**config.mk**
```make
export PLATFORM = sky130hd
export DESIGN_NAME = jk_cmd_sequencer_flat
export DESIGN_NICKNAME = d
export VERILOG_FILES = /design/src/rtl/jk_seq_pkg.sv /design/src/rtl/jk_cmd_sequencer_if.sv /design/src/rtl/jk_cmd_fifo.sv /design/src/rtl/jk_cmd_sequencer.sv /design/src/flat_wrapper.sv
export SDC_FILE = /design/constraint.sdc
export NUM_CORES = 1
export LEC_CHECK = 0
export ABC_CLOCK_PERIOD_IN_PS = 2300
export BUFFER_PORTS_ARGS = -buffer_cell sky130_fd_sc_hd__clkbuf_2
export CAP_MARGIN = 20
export CORE_AREA = 5 5 68 70
export CTS_BUF_LIST = sky130_fd_sc_hd__clkbuf_8
export CTS_CLUSTER_SIZE = 12
export DETAILED_ROUTE_END_ITERATION = 8
export DIE_AREA = 0 0 73 75
export GPL_TIMING_DRIVEN = 0
export PLACE_DENSITY = 0.8
export REMOVE_ABC_BUFFERS = 1
export SYNTH_ARGS = -nofsm -noshare
export SYNTH_HDL_FRONTEND = slang
export SYNTH_SLANG_ARGS = --single-unit
```
**constraint.sdc**
```tcl
create_clock -name clk -period 2.3 [get_ports clk]
set_input_delay 0.46 -clock clk [delete_from_list [all_inputs] [get_ports clk]]
set_output_delay 0.46 -clock clk [all_outputs]
set_load 0.05 [all_outputs]
```
**src/rtl/jk_seq_pkg.sv**
```systemverilog
// Shared types and the JK next-state rule used by the sequencer's checker and its reference model.
package jk_seq_pkg;

    typedef enum logic [1:0] {
        HOLD   = 2'b00,
        RESET  = 2'b01,
        SET    = 2'b10,
        TOGGLE = 2'b11
    } jk_op_t;

    typedef enum logic {
        IDLE  = 1'b0,
        DRIVE = 1'b1
    } seq_state_t;

    localparam int ERR_CNT_W = 8;
    localparam logic [ERR_CNT_W-1:0] ERR_CNT_MAX = 8'hFF;

    function automatic logic jk_next(input logic q, input logic j, input logic k);
        logic q_next;
        case ({j, k})
            2'b00:   q_next = q;
            2'b01:   q_next = 1'b0;
            2'b10:   q_next = 1'b1;
            default: q_next = ~q;
        endcase
        return q_next;
    endfunction

endpackage

```
**src/rtl/jk_cmd_sequencer_if.sv**
```systemverilog
// Command handshake bus into the JK sequencer: valid/ready plus opcode and repeat length.
interface jk_cmd_sequencer_if #(
    parameter int LEN_W = 4
) ();
    import jk_seq_pkg::*;

    logic             cmd_valid;
    logic             cmd_ready;
    jk_op_t           cmd_op;
    logic [LEN_W-1:0] cmd_len;

    modport master (output cmd_valid, cmd_op, cmd_len, input cmd_ready);
    modport slave  (input cmd_valid, cmd_op, cmd_len, output cmd_ready);

endinterface

```
**src/rtl/jk_cmd_fifo.sv**
```systemverilog
// Synchronous command FIFO; pointers carry one extra bit so full and empty are distinguishable.
module jk_cmd_fifo #(
    parameter int DEPTH = 4,
    parameter int WIDTH = 6
) (
    input  logic             clk,
    input  logic             cl,
    input  logic             push,
    input  logic             pop,
    input  logic [WIDTH-1:0] wdata,
    output logic [WIDTH-1:0] rdata,
    output logic             full,
    output logic             empty,
    output logic             full_next,
    output logic             empty_next
);
    localparam int AW = $clog2(DEPTH);

    logic [WIDTH-1:0] mem [DEPTH];
    logic [AW:0]      wptr, rptr, wptr_next, rptr_next;

    always_comb begin
        wptr_next = push ? wptr + 1'b1 : wptr;
        rptr_next = pop  ? rptr + 1'b1 : rptr;
    end

    assign empty      = (wptr == rptr);
    assign full       = (wptr[AW] != rptr[AW]) && (wptr[AW-1:0] == rptr[AW-1:0]);
    assign empty_next = (wptr_next == rptr_next);
    assign full_next  = (wptr_next[AW] != rptr_next[AW]) &&
                        (wptr_next[AW-1:0] == rptr_next[AW-1:0]);
    assign rdata      = mem[rptr[AW-1:0]];

    always_ff @(posedge clk) begin
        if (!cl) begin
            wptr <= '0;
            rptr <= '0;
        end else begin
            wptr <= wptr_next;
            rptr <= rptr_next;
        end
    end

    // Storage needs no clear: entries are only read after being written.
    always_ff @(posedge clk) begin
        if (push) begin
            mem[wptr[AW-1:0]] <= wdata;
        end
    end

endmodule

```
**src/rtl/jk_cmd_sequencer.sv**
```systemverilog
// Drives a JK flop's j/k from queued commands and checks its q against an internal
// model of the flop, counting mismatches.
module jk_cmd_sequencer
    import jk_seq_pkg::*;
#(
    parameter int DEPTH = 4,
    parameter int LEN_W = 4
) (
    input  logic                 clk,
    input  logic                 cl,
    jk_cmd_sequencer_if.slave    cmd,
    output logic                 j,
    output logic                 k,
    input  logic                 q_in,
    output logic                 busy,
    output logic                 exp_q,
    output logic                 err,
    output logic [ERR_CNT_W-1:0] err_cnt
);
    localparam int CMD_W = 2 + LEN_W;

    seq_state_t       state, state_next;
    logic [LEN_W-1:0] rem, rem_next;
    logic             j_next, k_next;
    logic             push, pop;
    logic [CMD_W-1:0] head;
    jk_op_t           head_op;
    logic [LEN_W-1:0] head_len;
    logic             full, empty, full_next, empty_next;
    logic             chk_arm;
    logic             exp_q_next;
    logic             mismatch;

    assign push     = cmd.cmd_valid && cmd.cmd_ready && !full;
    assign head_op  = jk_op_t'(head[CMD_W-1 -: 2]);
    assign head_len = head[LEN_W-1:0];

    jk_cmd_fifo #(
        .DEPTH (DEPTH),
        .WIDTH (CMD_W)
    ) u_fifo (
        .clk        (clk),
        .cl         (cl),
        .push       (push),
        .pop        (pop),
        .wdata      ({cmd.cmd_op, cmd.cmd_len}),
        .rdata      (head),
        .full       (full),
        .empty      (empty),
        .full_next  (full_next),
        .empty_next (empty_next)
    );

    // j/k hold the current op directly (op bit 1 = j, bit 0 = k), so no separate op register.
    always_comb begin
        state_next = state;
        rem_next   = rem;
        j_next     = j;
        k_next     = k;
        pop        = 1'b0;
        case (state)
            IDLE: begin
                j_next = 1'b0;
                k_next = 1'b0;
                if (!empty) begin
                    pop        = 1'b1;
                    rem_next   = head_len;
                    j_next     = head_op[1];
                    k_next     = head_op[0];
                    state_next = DRIVE;
                end
            end
            DRIVE: begin
                if (rem != '0) begin
                    rem_next = rem - 1'b1;
                end else if (!empty) begin
                    pop      = 1'b1;
                    rem_next = head_len;
                    j_next   = head_op[1];
                    k_next   = head_op[0];
                end else begin
                    j_next     = 1'b0;
                    k_next     = 1'b0;
                    state_next = IDLE;
                end
            end
            default: state_next = IDLE;
        endcase
    end

    always_ff @(posedge clk) begin
        if (!cl) begin
            state <= IDLE;
            rem   <= '0;
            j     <= 1'b0;
            k     <= 1'b0;
        end else begin
            state <= state_next;
            rem   <= rem_next;
            j     <= j_next;
            k     <= k_next;
        end
    end

    // The drive of cycle t lands on q_in by edge t+1, which is when exp_q_next describes it.
    assign exp_q_next = jk_next(exp_q, j, k);
    assign mismatch   = chk_arm && (q_in != exp_q_next);

    always_ff @(posedge clk) begin
        if (!cl) begin
            exp_q         <= 1'b0;
            chk_arm       <= 1'b0;
            err           <= 1'b0;
            err_cnt       <= '0;
            busy          <= 1'b0;
            cmd.cmd_ready <= 1'b0;
        end else begin
            exp_q         <= exp_q_next;
            chk_arm       <= 1'b1;
            busy          <= (state_next == DRIVE) || !empty_next;
            cmd.cmd_ready <= !full_next;
            if (mismatch) begin
                err <= 1'b1;
                if (err_cnt != ERR_CNT_MAX) begin
                    err_cnt <= err_cnt + 1'b1;
                end
            end
        end
    end

endmodule

```
**src/flat_wrapper.sv**
```systemverilog
// flat-port wrapper written by rule: the top's interface ports become plain ports
module jk_cmd_sequencer_flat import jk_seq_pkg::*;
#(
    parameter int DEPTH = 4,
    parameter int LEN_W = 4
)
  (clk, cl, j, k, q_in, busy, exp_q, err, err_cnt, cmd_cmd_valid, cmd_cmd_op, cmd_cmd_len, cmd_cmd_ready);
  jk_cmd_sequencer_if #(.LEN_W(LEN_W)) cmd_i ();
  input  logic clk;
  input  logic cl;
  output logic j;
  output logic k;
  input  logic q_in;
  output logic busy;
  output logic exp_q;
  output logic err;
  output logic [ERR_CNT_W-1:0] err_cnt;
  input wire logic [$bits(cmd_i.cmd_valid)-1:0] cmd_cmd_valid;
  input wire logic [$bits(cmd_i.cmd_op)-1:0] cmd_cmd_op;
  input wire logic [$bits(cmd_i.cmd_len)-1:0] cmd_cmd_len;
  output wire logic [$bits(cmd_i.cmd_ready)-1:0] cmd_cmd_ready;
  assign cmd_i.cmd_valid = cmd_cmd_valid;
  assign cmd_i.cmd_op = cmd_cmd_op;
  assign cmd_i.cmd_len = cmd_cmd_len;
  assign cmd_cmd_ready = cmd_i.cmd_ready;
  jk_cmd_sequencer #(.DEPTH(DEPTH), .LEN_W(LEN_W)) u_core (.clk(clk), .cl(cl), .cmd(cmd_i), .j(j), .k(k), .q_in(q_in), .busy(busy), .exp_q(exp_q), .err(err), .err_cnt(err_cnt));
endmodule
```
==> flow_metrics.py, run 1 <==
metrics = {
    "pwr": {
        "worst_ir_drop_vdd_mv": 0.693,
        "leakagePower_uw": 0.00102,
        "power.density_cell_area_mw_per_mm2": 1060,
    },
    "placed_design": {
        "place.gp.congestion": 0.804,
        "placed_cell_area_sq_mm": 0.00243,
        "dp.final_hpwl_mm": 2.99,
        "place.port_buffers": 23,
    },
    "floorplanning": {
        "starting_utilization_of_the_core_area": 0.586,
        "design.die.area_sq_mm": 0.00548,
        "die_width_um": 73,
        "row_count": 23,
        "die_height_um": 75,
        "io-pin-count": 24,
        "placeableCoreArea_sq_mm": 0.00391,
    },
    "layout": {
        "antenna-diode-count": 0,
        "final.fill_count": 303,
        "design_area_sq_mm": 0.00257,
        "layout-drive-gt1-share": 0.263,
        "final_util": 0.656,
        "finalNetCount": 226,
        "signed_area_change_from_the_synthesized_netlist_to_the_final_layout_pct": 12.0,
    },
    "timing": {
        "skew_ns": 0.00559,
        "achievable-frequency_mhz": 458,
        "final-hold-violation-count": 0,
        "period_needed_ns": 2.18,
        "number_of_slew_limit_violations_in_the_final_report": 0,
        "report.final.setup_viol": 0,
        "worst_slew_margin_rel": 0.686,
        "tightestPinTransition_ns": 0.471,
        "fin_crit_sh": 0.948,
    },
    "detailed_routing": {
        "dr_total_vias": 1468,
        "drtPass1Iterations": 4,
        "via_per_inst": 5.67,
        "routed_wire_length_per_instance_um": 16.1,
        "detail-route-antenna-nets": 0,
        "remaining_drc_errors": 0,
        "initialDrtViolationCount": 61,
        "route.final.wire_length_mm": 4.16,
    },
    "run_status": {
        "run_status": "finished, final reports clean",
    },
    "cts": {
        "cts_tree": "yes",
        "insertion_delay_of_the_later_clocked_pin_in_the_worst_skew_pair_ns": 0.30,
        "clockRootBuffer": "sky130_fd_sc_hd__clkbuf_8",
        "cts-hold-fix-buffers": 0,
        "numCtsBuffers": 5,
        "clkSinkCount": 50,
        "ctsLongestPathBuffers": 2,
        "clkSlewWorstSetupHoldPaths_ns": 0.09,
        "htree_levels": 2,
    },
    "synth": {
        "syn-instance-count": 181,
        "seq_total_area_yosys": 0.541,
        "yosysWarnings": 0,
        "synthesis.area_per_instance_sq_um": 12.7,
        "postSynthRegisterBits": 50,
        "synth_cell_type_count": 42,
        "synth.cell_area_sq_mm": 0.00229,
    },
    "grt": {
        "grt_max_degree": 27,
        "first_global_vias": 1442,
        "grt_first_pass_wirelength_mm": 6.73,
        "globalRouteTotalUtil": 0.165,
        "grt_remaining_overflow": 0,
        "grt_antenna_before_repair": 0,
    },
    "setup_path": {
        "crit_fanout": 4,
        "startpoint_kind_of_the_worst_setup_timing_path": "flip-flop",
        "worst_r2r_startpoint": "u_core.rem[0]",
        "setup.worst_path.end_class": "flip-flop",
        "required_ns": 2.49,
        "timing.critical_path.arrival_ns": 2.37,
        "cp-startpoint": "u_core.rem[0]",
        "worst-setup-path-type": "reg2reg",
    },
    "flow_run": {
        "cap_violations": 0,
    },
    "worst_hold_path": {
        "hp-class": "in2reg",
        "holdCritStartpoint": "cmd_cmd_len[2]",
    },
}
-- where the power goes --
part           internal (uW)  switching (uW)  leakage [uW]
clock network            319             279     0.0000541
registers               1030             123      0.000432
logic                    454             524      0.000534
-- layout make-up --
cell class | count | area [sq um] | share of cell area
repair buffers | 25 | 130 | 0.0507
multi-input cells | 116 | 981 | 0.382
well taps | 50 | 62.6 | 0.0244
inverters | 10 | 37.5 | 0.0146
flip-flops and latches | 50 | 1250 | 0.486
clock inverters | 3 | 40.0 | 0.0156
clock buffers | 5 | 68.8 | 0.0268
-- registers in the layout, indices dropped and copies added (netlist names) --
name,count
u_core.k,1
u_core.j,1
u_core.busy,1
u_core.err_cnt,8
u_core.exp_q,1
u_core.chk_arm,1
u_core.u_fifo.rptr,3
u_core.rem,4
u_core.cmd.cmd_ready,1
u_core.u_fifo.wptr,3
u_core.state,1
u_core.err,1
u_core.u_fifo.mem,24
-- cells by family after synthesis --
| logic type | count (synthesis) | share of synthesized area |
|---|---|---|
| adders and majority gates | 8 | 0.0437 |
| AOI/OAI and AO/OA | 22 | 0.0770 |
| xor gates and xnor gates | 17 | 0.0808 |
| muxes | 10 | 0.0770 |
| DFF | 50 | 0.541 |
| buffers and inverters | 15 | 0.0322 |
| and+or+nand+nor | 59 | 0.148 |
-- synth_stat cells, drive strengths merged --
master	number	area, sq um
dfxtp	26	521
edfxtp	24	721
and2	14	88.8
nand2	12	52.6
inv	10	37.5
xnor2	10	110
ha	8	100
a21boi	7	52.6
nand3	7	35.0
mux4	6	135
xor2	6	52.6
a21oi	5	25.0
nor2	5	18.8
nor2b	5	31.3
nor3	5	25.0
clkbuf	4	25.0
and3	3	18.8
mux2i	3	30.0
o21ai	3	15.0
a32oi	2	36.3
a221oi	1	8.76
and2b	1	7.51
buf	1	11.3
mux2	1	11.3
nand2b	1	13.8
nand4	1	6.26
nor4b	1	8.76
o211a	1	10.0
o211ai	1	7.51
o221ai	1	15.0
o22ai	1	6.26
or2	1	6.26
or2b	1	8.76
or3	1	6.26
or3b	1	11.3
xnor3	1	22.5
-- worst paths after layout --
kind                                           endpoint  slack, ns  cells past startpoint
worst max register to register              u_core.busy       0.12                      8
worst min-delay path            u_core.u_fifo.mem[3][2]       0.37                      1
worst min register to register               u_core.err       0.47                      2
worst max-delay path                        u_core.busy       0.12                      8
-- worst max-delay path, stage by stage (launching register included) --
cell,delay [ns]
sky130_fd_sc_hd__dfxtp_1,0.34
sky130_fd_sc_hd__inv_1,0.09
sky130_fd_sc_hd__ha_1,0.15
sky130_fd_sc_hd__or3b_4,0.41
sky130_fd_sc_hd__a32oi_4,0.29
sky130_fd_sc_hd__xnor3_1,0.20
sky130_fd_sc_hd__or2b_2,0.29
sky130_fd_sc_hd__o22ai_1,0.18
sky130_fd_sc_hd__a21boi_1,0.10
-- per-stage QoR --
stage,power [uW],worst slack (ns),hold slack [ns],cells,TNS (ns)
6_report,2730,0.119,0.369,259,0
2_1_floorplan,1880,0.311,0.469,176,0
3_3_place_gp,2030,0.0293,0.444,249,0
4_1_cts,2680,0.0636,0.362,257,0
5_1_grt,2880,-0.00673,0.351,259,-0.00692
3_5_place_dp,2090,-0.0266,0.460,249,-0.0266
-- layout by cell type (no fill, tap or decap), drive strengths merged, types with 2 or more instances in the layout --
master and n:
nand2 12, xnor2 10, a32oi 2, clkbuf 28, edfxtp 24, mux2i 3
mux4 6, and3 3, a21boi 7, o21ai 3, a21oi 5, nor2 5
nor2b 5, and2 14, ha 8, buf 2, dfxtp 26, xor2 6
inv 10, nor3 5, nand3 7
-- what timing repair did --
item                       in CTS  in global routing
setup endpoints to repair       2                  2
resized for setup               1                  3
pin swaps                       0                  1
setup buffers                   0                  2
-- per-layer routing --
layer / wire length, um / vias to the layer above / GRT usage
li1: - / 693 / -
met1: 1630 / 723 / 0.191
met2: 2260 / 45 / 0.296
met3: 225 / 7 / 0.0467
met4: 53 / 0 / 0.0512
met5: 0 / - / 0
Power figures use the tool's default switching activity.
==> run 2: changes to the inputs <==
ABC_AREA = 1   (was unset)
CORE_AREA = 5 5 69 71   (was 5 5 68 70)
DIE_AREA = 0 0 74 76   (was 0 0 73 75)
PLACE_DENSITY = 0.79   (was 0.8)
==> run 2 against run 1 <==
Count of clock-buffer cells in the layout stayed put. Combinational power up 36%. Non-clock buffer count shrank 2. Cell area grew 1.7%.
==> flow_metrics.py, run 2 <==
metrics = {
    "layout": {
        "flip_flop_count_of_the_largest_register_after_layout": 24,
        "final_util": 0.625,
        "sequential_cell_area_sq_mm": 0.00124,
        "area_used_by_multi_input_combinational_logic_sq_um": 950,
        "finalNetCount": 311,
        "layout-drive-gt1-share": 0.163,
        "signed_area_change_from_the_synthesized_netlist_to_the_final_layout_pct": 11.7,
        "mostFrequentLayoutCells": "sky130_fd_sc_hd__nand2_1, sky130_fd_sc_hd__nor2_1, sky130_fd_sc_hd__inv_1",
        "final_cell_count_no_fill": 346,
        "antenna-diode-count": 0,
        "design_area_sq_mm": 0.00261,
        "mostFrequentLayoutCell": "sky130_fd_sc_hd__nand2_1",
        "final.fill_count": 345,
    },
    "setup_path": {
        "cp_cell_instances": "inv_2 -> nand2_1 -> nand2_2 -> nand3_2 -> nand2_2 -> nor2_1",
        "critPathMaxStageDelay_ns": 0.54,
        "worst_r2r_startpoint": "u_core.u_fifo.rptr[0]",
        "startpoint_kind_of_the_worst_setup_timing_path": "flip-flop",
        "setup.reg_to_reg.worst_slack_ns": 0.22,
        "required_ns": 2.25,
        "r2r_cells": 6,
        "setup.worst_path.end_class": "flip-flop",
        "timing.critical_path.arrival_ns": 2.03,
        "r2r_end": "u_core.u_fifo.mem[2][3]",
        "crit_fanout": 17,
        "worst_path_max_delay_cell": "sky130_fd_sc_hd__dfxtp_2",
        "timing.critical_path.mode_cell": "sky130_fd_sc_hd__nand2_2",
        "worst-setup-path-type": "reg2reg",
    },
    "floorplanning": {
        "row_count": 24,
        "placeableCoreArea_sq_mm": 0.00417,
        "die_width_um": 74,
        "die_height_um": 76,
        "design.die.area_sq_mm": 0.00562,
        "starting_utilization_of_the_core_area": 0.560,
        "io-pin-count": 24,
    },
    "cts": {
        "numCtsBuffers": 5,
        "cts_tree": "yes",
        "htree_levels": 2,
        "ctsLongestPathBuffers": 2,
        "clkSlewWorstSetupHoldPaths_ns": 0.10,
        "cts-hold-fix-buffers": 0,
        "insertion_delay_of_the_later_clocked_pin_in_the_worst_skew_pair_ns": 0.31,
        "clkSinkCount": 50,
        "clockRootBuffer": "sky130_fd_sc_hd__clkbuf_8",
    },
    "placed_design": {
        "place.port_buffers": 23,
        "placed_cell_area_sq_mm": 0.00248,
        "dp.final_hpwl_mm": 2.93,
        "numPlacedInstances": 338,
        "place.gp.congestion": 0.829,
    },
    "synth": {
        "synth.cell_area_sq_mm": 0.00234,
        "synth_cell_type_count": 32,
        "synth_most_common_cell": "sky130_fd_sc_hd__nand2_1",
        "synth_flop_cell": "sky130_fd_sc_hd__dfxtp_1",
        "syn-instance-count": 269,
        "synthArstFlopShare": 0,
        "synthesis.area_per_instance_sq_um": 8.68,
        "synth_top_area_cell": "sky130_fd_sc_hd__edfxtp_1",
        "seq_total_area_yosys": 0.531,
        "synth_edf_count": 24,
        "netlist.area_leader.share": 0.309,
        "synth.cells.most_frequent": "sky130_fd_sc_hd__nand2_1, sky130_fd_sc_hd__nor2_1, sky130_fd_sc_hd__dfxtp_1, sky130_fd_sc_hd__inv_1, sky130_fd_sc_hd__edfxtp_1",
        "postSynthRegisterBits": 50,
        "yosysWarnings": 0,
        "netlist_top_cells_area": "sky130_fd_sc_hd__edfxtp_1, sky130_fd_sc_hd__dfxtp_1, sky130_fd_sc_hd__nand2_1, sky130_fd_sc_hd__nor2_1, sky130_fd_sc_hd__ha_1",
    },
    "grt": {
        "first_global_vias": 1675,
        "globalRouteTotalUtil": 0.168,
        "grt_antenna_before_repair": 0,
        "grt_max_degree": 18,
        "grt_first_pass_wirelength_mm": 7.44,
        "grt_remaining_overflow": 0,
    },
    "pwr": {
        "power.density_cell_area_mw_per_mm2": 1230,
        "worst_ir_drop_vdd_mv": 0.647,
        "report.power.total_uw": 3210,
        "leakagePower_uw": 0.00111,
    },
    "detailed_routing": {
        "drtPass1Iterations": 4,
        "remaining_drc_errors": 0,
        "via_per_inst": 5.23,
        "dr_total_vias": 1809,
        "initialDrtViolationCount": 101,
        "detail-route-antenna-nets": 0,
        "route.final.wire_length_mm": 4.40,
        "routed_wire_length_per_instance_um": 12.7,
    },
    "timing": {
        "number_of_slew_limit_violations_in_the_final_report": 0,
        "final-hold-violation-count": 0,
        "fin_crit_sh": 0.905,
        "worst_slew_margin_rel": 0.613,
        "rsz_0062_raised_after_global_routing": "false",
        "period_needed_ns": 2.08,
        "achievable-frequency_mhz": 481,
        "skew_ns": 0.0138,
        "report.final.setup_viol": 0,
        "holdWs_ns": 0.360,
        "tightestPinTransition_ns": 0.578,
    },
    "worst_hold_path": {
        "holdCritStartpoint": "cmd_cmd_op[1]",
        "timing.hold.worst_endpoint": "u_core.u_fifo.mem[1][5]",
        "timing.hold.worst_path_depth": 1,
        "hp-class": "in2reg",
    },
    "flow_run": {
        "cap_violations": 0,
    },
    "run_status": {
        "run_status": "finished, final reports clean",
    },
}
[run 2: changes by cell type after synthesis, sizes merged, moves of 7 or more]
cell    change
xnor2       -7
a21boi      -7
inv        +21
nand2      +56
and2       -14
nand3       +8
o21ai      +15
nor2       +27
[run 2: kinds of logic after synthesis]
logic type      Yosys count  synth area share
flops                    50             0.531
fa+ha+maj                 8            0.0429
simple gates            126             0.238
compound gates           42             0.101
xor+xnor                  6            0.0225
buf+inv                  37            0.0643
[run 2: routing by layer]
layer,wire length [um],part of all wire,up-vias,GRT usage
met3,239,0.054,8,0.0475
li1,-,-,941,-
met5,0,0,-,0
met2,2140,0.49,42,0.285
met1,1940,0.44,818,0.198
met4,78,0.018,0,0.0598
[run 2: through the flow]
stage,worst slack [ns],TNS (ns)
2_1_floorplan,0.447,0
3_3_place_gp,0.0209,0
3_5_place_dp,-0.000725,-0.00286
4_1_cts,-0.0301,-0.365
5_1_grt,0.0945,0
6_report,0.219,0
[run 2: timing repair]
action,in CTS,in global routing
setup buffers,0,0
resized for setup,1,2
endpoints found under the setup margin,24,20
[run 2: cell type report]
type                    count  share of cell area
clock buffers               5              0.0264
clock inverters             3              0.0187
inverters                  31              0.0456
multi-input cells         182               0.364
flip-flops and latches     50               0.476
well taps                  52              0.0249
repair buffers             23              0.0441
[run 2: worst max path at each step]
stage | slack [ns] | start | to | cells past startpoint
detailed placement | -0.0007 | u_core.u_fifo.rptr[0] | u_core.u_fifo.mem[1][5] | 6
global placement | 0.02 | u_core.u_fifo.rptr[0] | u_core.u_fifo.mem[2][5] | 6
global route | 0.09 | u_core.u_fifo.rptr[0] | u_core.u_fifo.mem[2][3] | 6
finish | 0.22 | u_core.u_fifo.rptr[0] | u_core.u_fifo.mem[2][3] | 6
CTS | -0.03 | u_core.u_fifo.rptr[0] | u_core.u_fifo.mem[3][3] | 6
floorplan | 0.45 | u_core.err_cnt[1] | u_core.err_cnt[3] | 10
[run 2: report_power, final]
| part | internal, uW | switching, uW |
|---|---|---|
| clock network | 331 | 310 |
| logic | 405 | 927 |
| registers | 1100 | 146 |
[run 2: critical path, delay by kind of cell, from the launching register on]
kind	cells	cell delay [ns]
simple gates	5	0.97
flops	1	0.54
buf+inv	1	0.20
==> run 3: changes to the inputs <==
CORE_AREA = 5 5 70 72   (was 5 5 69 71)
CTS_BUF_LIST = unset   (was sky130_fd_sc_hd__clkbuf_8)
DIE_AREA = 0 0 75 77   (was 0 0 74 76)
PLACE_DENSITY = unset   (was 0.79)
PLACE_DENSITY_LB_ADDON = 0.08   (was unset)
==> run 3 against run 2 <==
Clock power decreased by 20%. Sequential share of layout area is 0.35 points higher. Count of clock-buffer cells in the layout unchanged. Cell area down 0.72%. Core utilization is 1.3 points lower. Largest power group unchanged. Clock skew decreased by 0.0062 ns.
==> flow_metrics.py, run 3 (synthesis gave the netlist of run 2 again) <==
metrics = {
    "setup_path": {
        "setup.reg_to_reg.worst_slack_ns": 0.34,
        "setup.worst_path.end_class": "flip-flop",
        "timing.critical_path.arrival_ns": 1.92,
        "number_of_buffers_and_inverters_on_the_critical_path": 1,
        "cp_cell_instances": "inv_2 -> nand2_1 -> nand2_2 -> nand3_2 -> nand2_2 -> nor2_2",
        "r2r_end": "u_core.u_fifo.mem[0][3]",
        "timing.critical_path.mode_cell": "sky130_fd_sc_hd__nand2_2",
        "critPathMaxStageDelay_ns": 0.53,
        "r2r_cells": 6,
        "startpoint_kind_of_the_worst_setup_timing_path": "flip-flop",
        "timing.critical_path.max_delay_family": "simple AND/OR/NAND/NOR gates",
        "required_ns": 2.26,
        "worst_path_max_delay_cell": "sky130_fd_sc_hd__dfxtp_2",
        "worst_r2r_startpoint": "u_core.u_fifo.rptr[0]",
        "worst-setup-path-type": "reg2reg",
        "crit_fanout": 17,
    },
    "detailed_routing": {
        "remaining_drc_errors": 0,
        "dr_total_vias": 1772,
        "routed_wire_length_per_instance_um": 12.4,
        "drtPass1Iterations": 4,
        "detail-route-antenna-nets": 0,
        "route.final.wire_length_mm": 4.28,
        "via_per_inst": 5.12,
        "initialDrtViolationCount": 108,
    },
    "grt": {
        "grt_first_pass_wirelength_mm": 7.07,
        "grt_use_met1": 0.195,
        "first_global_vias": 1571,
        "grt_antenna_before_repair": 0,
        "grt_most_used_layer": "met2",
        "gr-usage-met3": 0.0431,
        "grt.met2_usage": 0.263,
        "globalRouteTotalUtil": 0.158,
        "grt_remaining_overflow": 0,
        "grt_max_degree": 18,
    },
    "floorplanning": {
        "die_width_um": 75,
        "design.die.area_sq_mm": 0.00578,
        "placeableCoreArea_sq_mm": 0.00423,
        "die_height_um": 77,
        "row_count": 24,
        "io-pin-count": 24,
        "starting_utilization_of_the_core_area": 0.552,
    },
    "placed_design": {
        "dp.final_hpwl_mm": 3.02,
        "place.gp.congestion": 0.793,
        "numPlacedInstances": 338,
        "place.port_buffers": 23,
    },
    "worst_hold_path": {
        "hp-class": "in2reg",
        "holdCritStartpoint": "cmd_cmd_len[3]",
        "timing.hold.worst_path_depth": 1,
        "timing.hold.worst_endpoint": "u_core.u_fifo.mem[3][3]",
    },
    "layout": {
        "finalNetCount": 311,
        "signed_area_change_from_the_synthesized_netlist_to_the_final_layout_pct": 10.9,
        "flip_flop_count_of_the_largest_register_after_layout": 24,
        "antenna-diode-count": 0,
        "mostFrequentLayoutCells": "sky130_fd_sc_hd__nand2_1, sky130_fd_sc_hd__nor2_1, sky130_fd_sc_hd__inv_1",
        "layout-drive-gt1-share": 0.170,
        "final.fill_count": 383,
        "mostFrequentLayoutCell": "sky130_fd_sc_hd__nand2_1",
        "final_cell_count_no_fill": 346,
    },
    "timing": {
        "skew_ns": 0.00762,
        "achievable-frequency_mhz": 511,
        "fin_crit_sh": 0.851,
        "final-hold-violation-count": 0,
        "report.final.setup_viol": 0,
        "worst_slew_margin_rel": 0.644,
        "period_needed_ns": 1.96,
        "rsz_0062_raised_after_global_routing": "false",
        "setup_total_negative_slack_ns": 0,
        "tightestPinTransition_ns": 0.534,
        "number_of_slew_limit_violations_in_the_final_report": 0,
    },
    "cts": {
        "numCtsBuffers": 5,
        "ctsLongestPathBuffers": 2,
        "clkSinkCount": 50,
        "htree_levels": 2,
        "clkSlewWorstSetupHoldPaths_ns": 0.09,
        "cts_tree": "yes",
        "clockRootBuffer": "sky130_fd_sc_hd__clkbuf_8",
        "insertion_delay_of_the_later_clocked_pin_in_the_worst_skew_pair_ns": 0.30,
        "cts-hold-fix-buffers": 0,
        "postCtsSetupBuffers": 0,
    },
    "flow_run": {
        "cap_violations": 0,
    },
    "pwr": {
        "cell_internal_pwr_uw": 1720,
        "switching_share": 0.440,
        "p_sw_uw": 1350,
        "seqPwrFrac": 0.405,
        "power.density_cell_area_mw_per_mm2": 1190,
        "pwr-share-comb": 0.429,
        "worst_ir_drop_vdd_mv": 0.568,
        "power_frac_clock": 0.166,
        "leakagePower_uw": 0.00110,
    },
    "run_status": {
        "run_status": "finished, final reports clean",
    },
}
## run 3: cell count changes in the layout (fill, tap and decap cells not counted)
cell                        before  now
sky130_fd_sc_hd__inv_6           0    1
sky130_fd_sc_hd__inv_8           1    0
sky130_fd_sc_hd__nor2_1         30   28
sky130_fd_sc_hd__clkinv_4        0    1
sky130_fd_sc_hd__bufinv_16       1    0
sky130_fd_sc_hd__nor2_2          2    4
## run 3: worst max path at each step
stage                                from  slack, ns                       to  cells after the start
finish              u_core.u_fifo.rptr[0]       0.34  u_core.u_fifo.mem[0][3]                      6
global route        u_core.u_fifo.rptr[0]       0.20  u_core.u_fifo.mem[3][0]                      6
CTS                 u_core.u_fifo.rptr[0]      -0.09  u_core.u_fifo.mem[0][3]                      6
detailed placement  u_core.u_fifo.rptr[0]      -0.08  u_core.u_fifo.mem[0][3]                      6
global placement    u_core.u_fifo.rptr[0]      -0.06  u_core.u_fifo.mem[0][5]                      6
floorplan               u_core.err_cnt[1]       0.45        u_core.err_cnt[3]                     10
## run 3: stage by stage
| stage | worst slack (ns) | utilization | power [uW] | area, sq um | hold WS (ns) |
|---|---|---|---|---|---|
| after floorplan | 0.447 | - | 2260 | 2300 | 0.471 |
| after global placement | -0.0650 | 0.587 | 2560 | 2480 | 0.437 |
| after detailed placement | -0.0753 | 0.587 | 2570 | 2480 | 0.442 |
| after CTS | -0.0871 | 0.609 | 3080 | 2580 | 0.363 |
| after global routing | 0.197 | 0.612 | 3330 | 2590 | 0.369 |
| final | 0.342 | 0.612 | 3070 | 2590 | 0.369 |
## run 3: routing by layer
layer,up-vias,routed length [um]
met5,-,0
met4,0,59
met3,6,162
met2,30,2060
met1,798,1990
li1,938,-
## run 3: layout make-up
type                            count  area [sq um]  area share
Clock buffer                        5          68.8      0.0266
Sequential cell                    50          1240       0.480
Inverter                           31           119      0.0459
Timing Repair Buffer               23           115      0.0444
Tap cell                           52          65.1      0.0251
Clock inverter                      3          25.0     0.00966
Multi-Input combinational cell    182           955       0.369
## run 3: power groups by stage
| stage | Clock [uW] | Sequential, uW | Combinational [uW] |
|---|---|---|---|
| floorplan | 0 | 1400 | 863 |
| CTS | 530 | 1240 | 1310 |
| global placement | 0 | 1260 | 1300 |
| global route | 570 | 1270 | 1490 |
| finish | 511 | 1240 | 1320 |
| detailed placement | 0 | 1260 | 1310 |
## run 3: timing repair
action,4_1_cts,5_1_grt
gates resized for setup,0,5
hold endpoints to repair,0,0
pin swaps,0,0
endpoints found under the setup margin,24,26
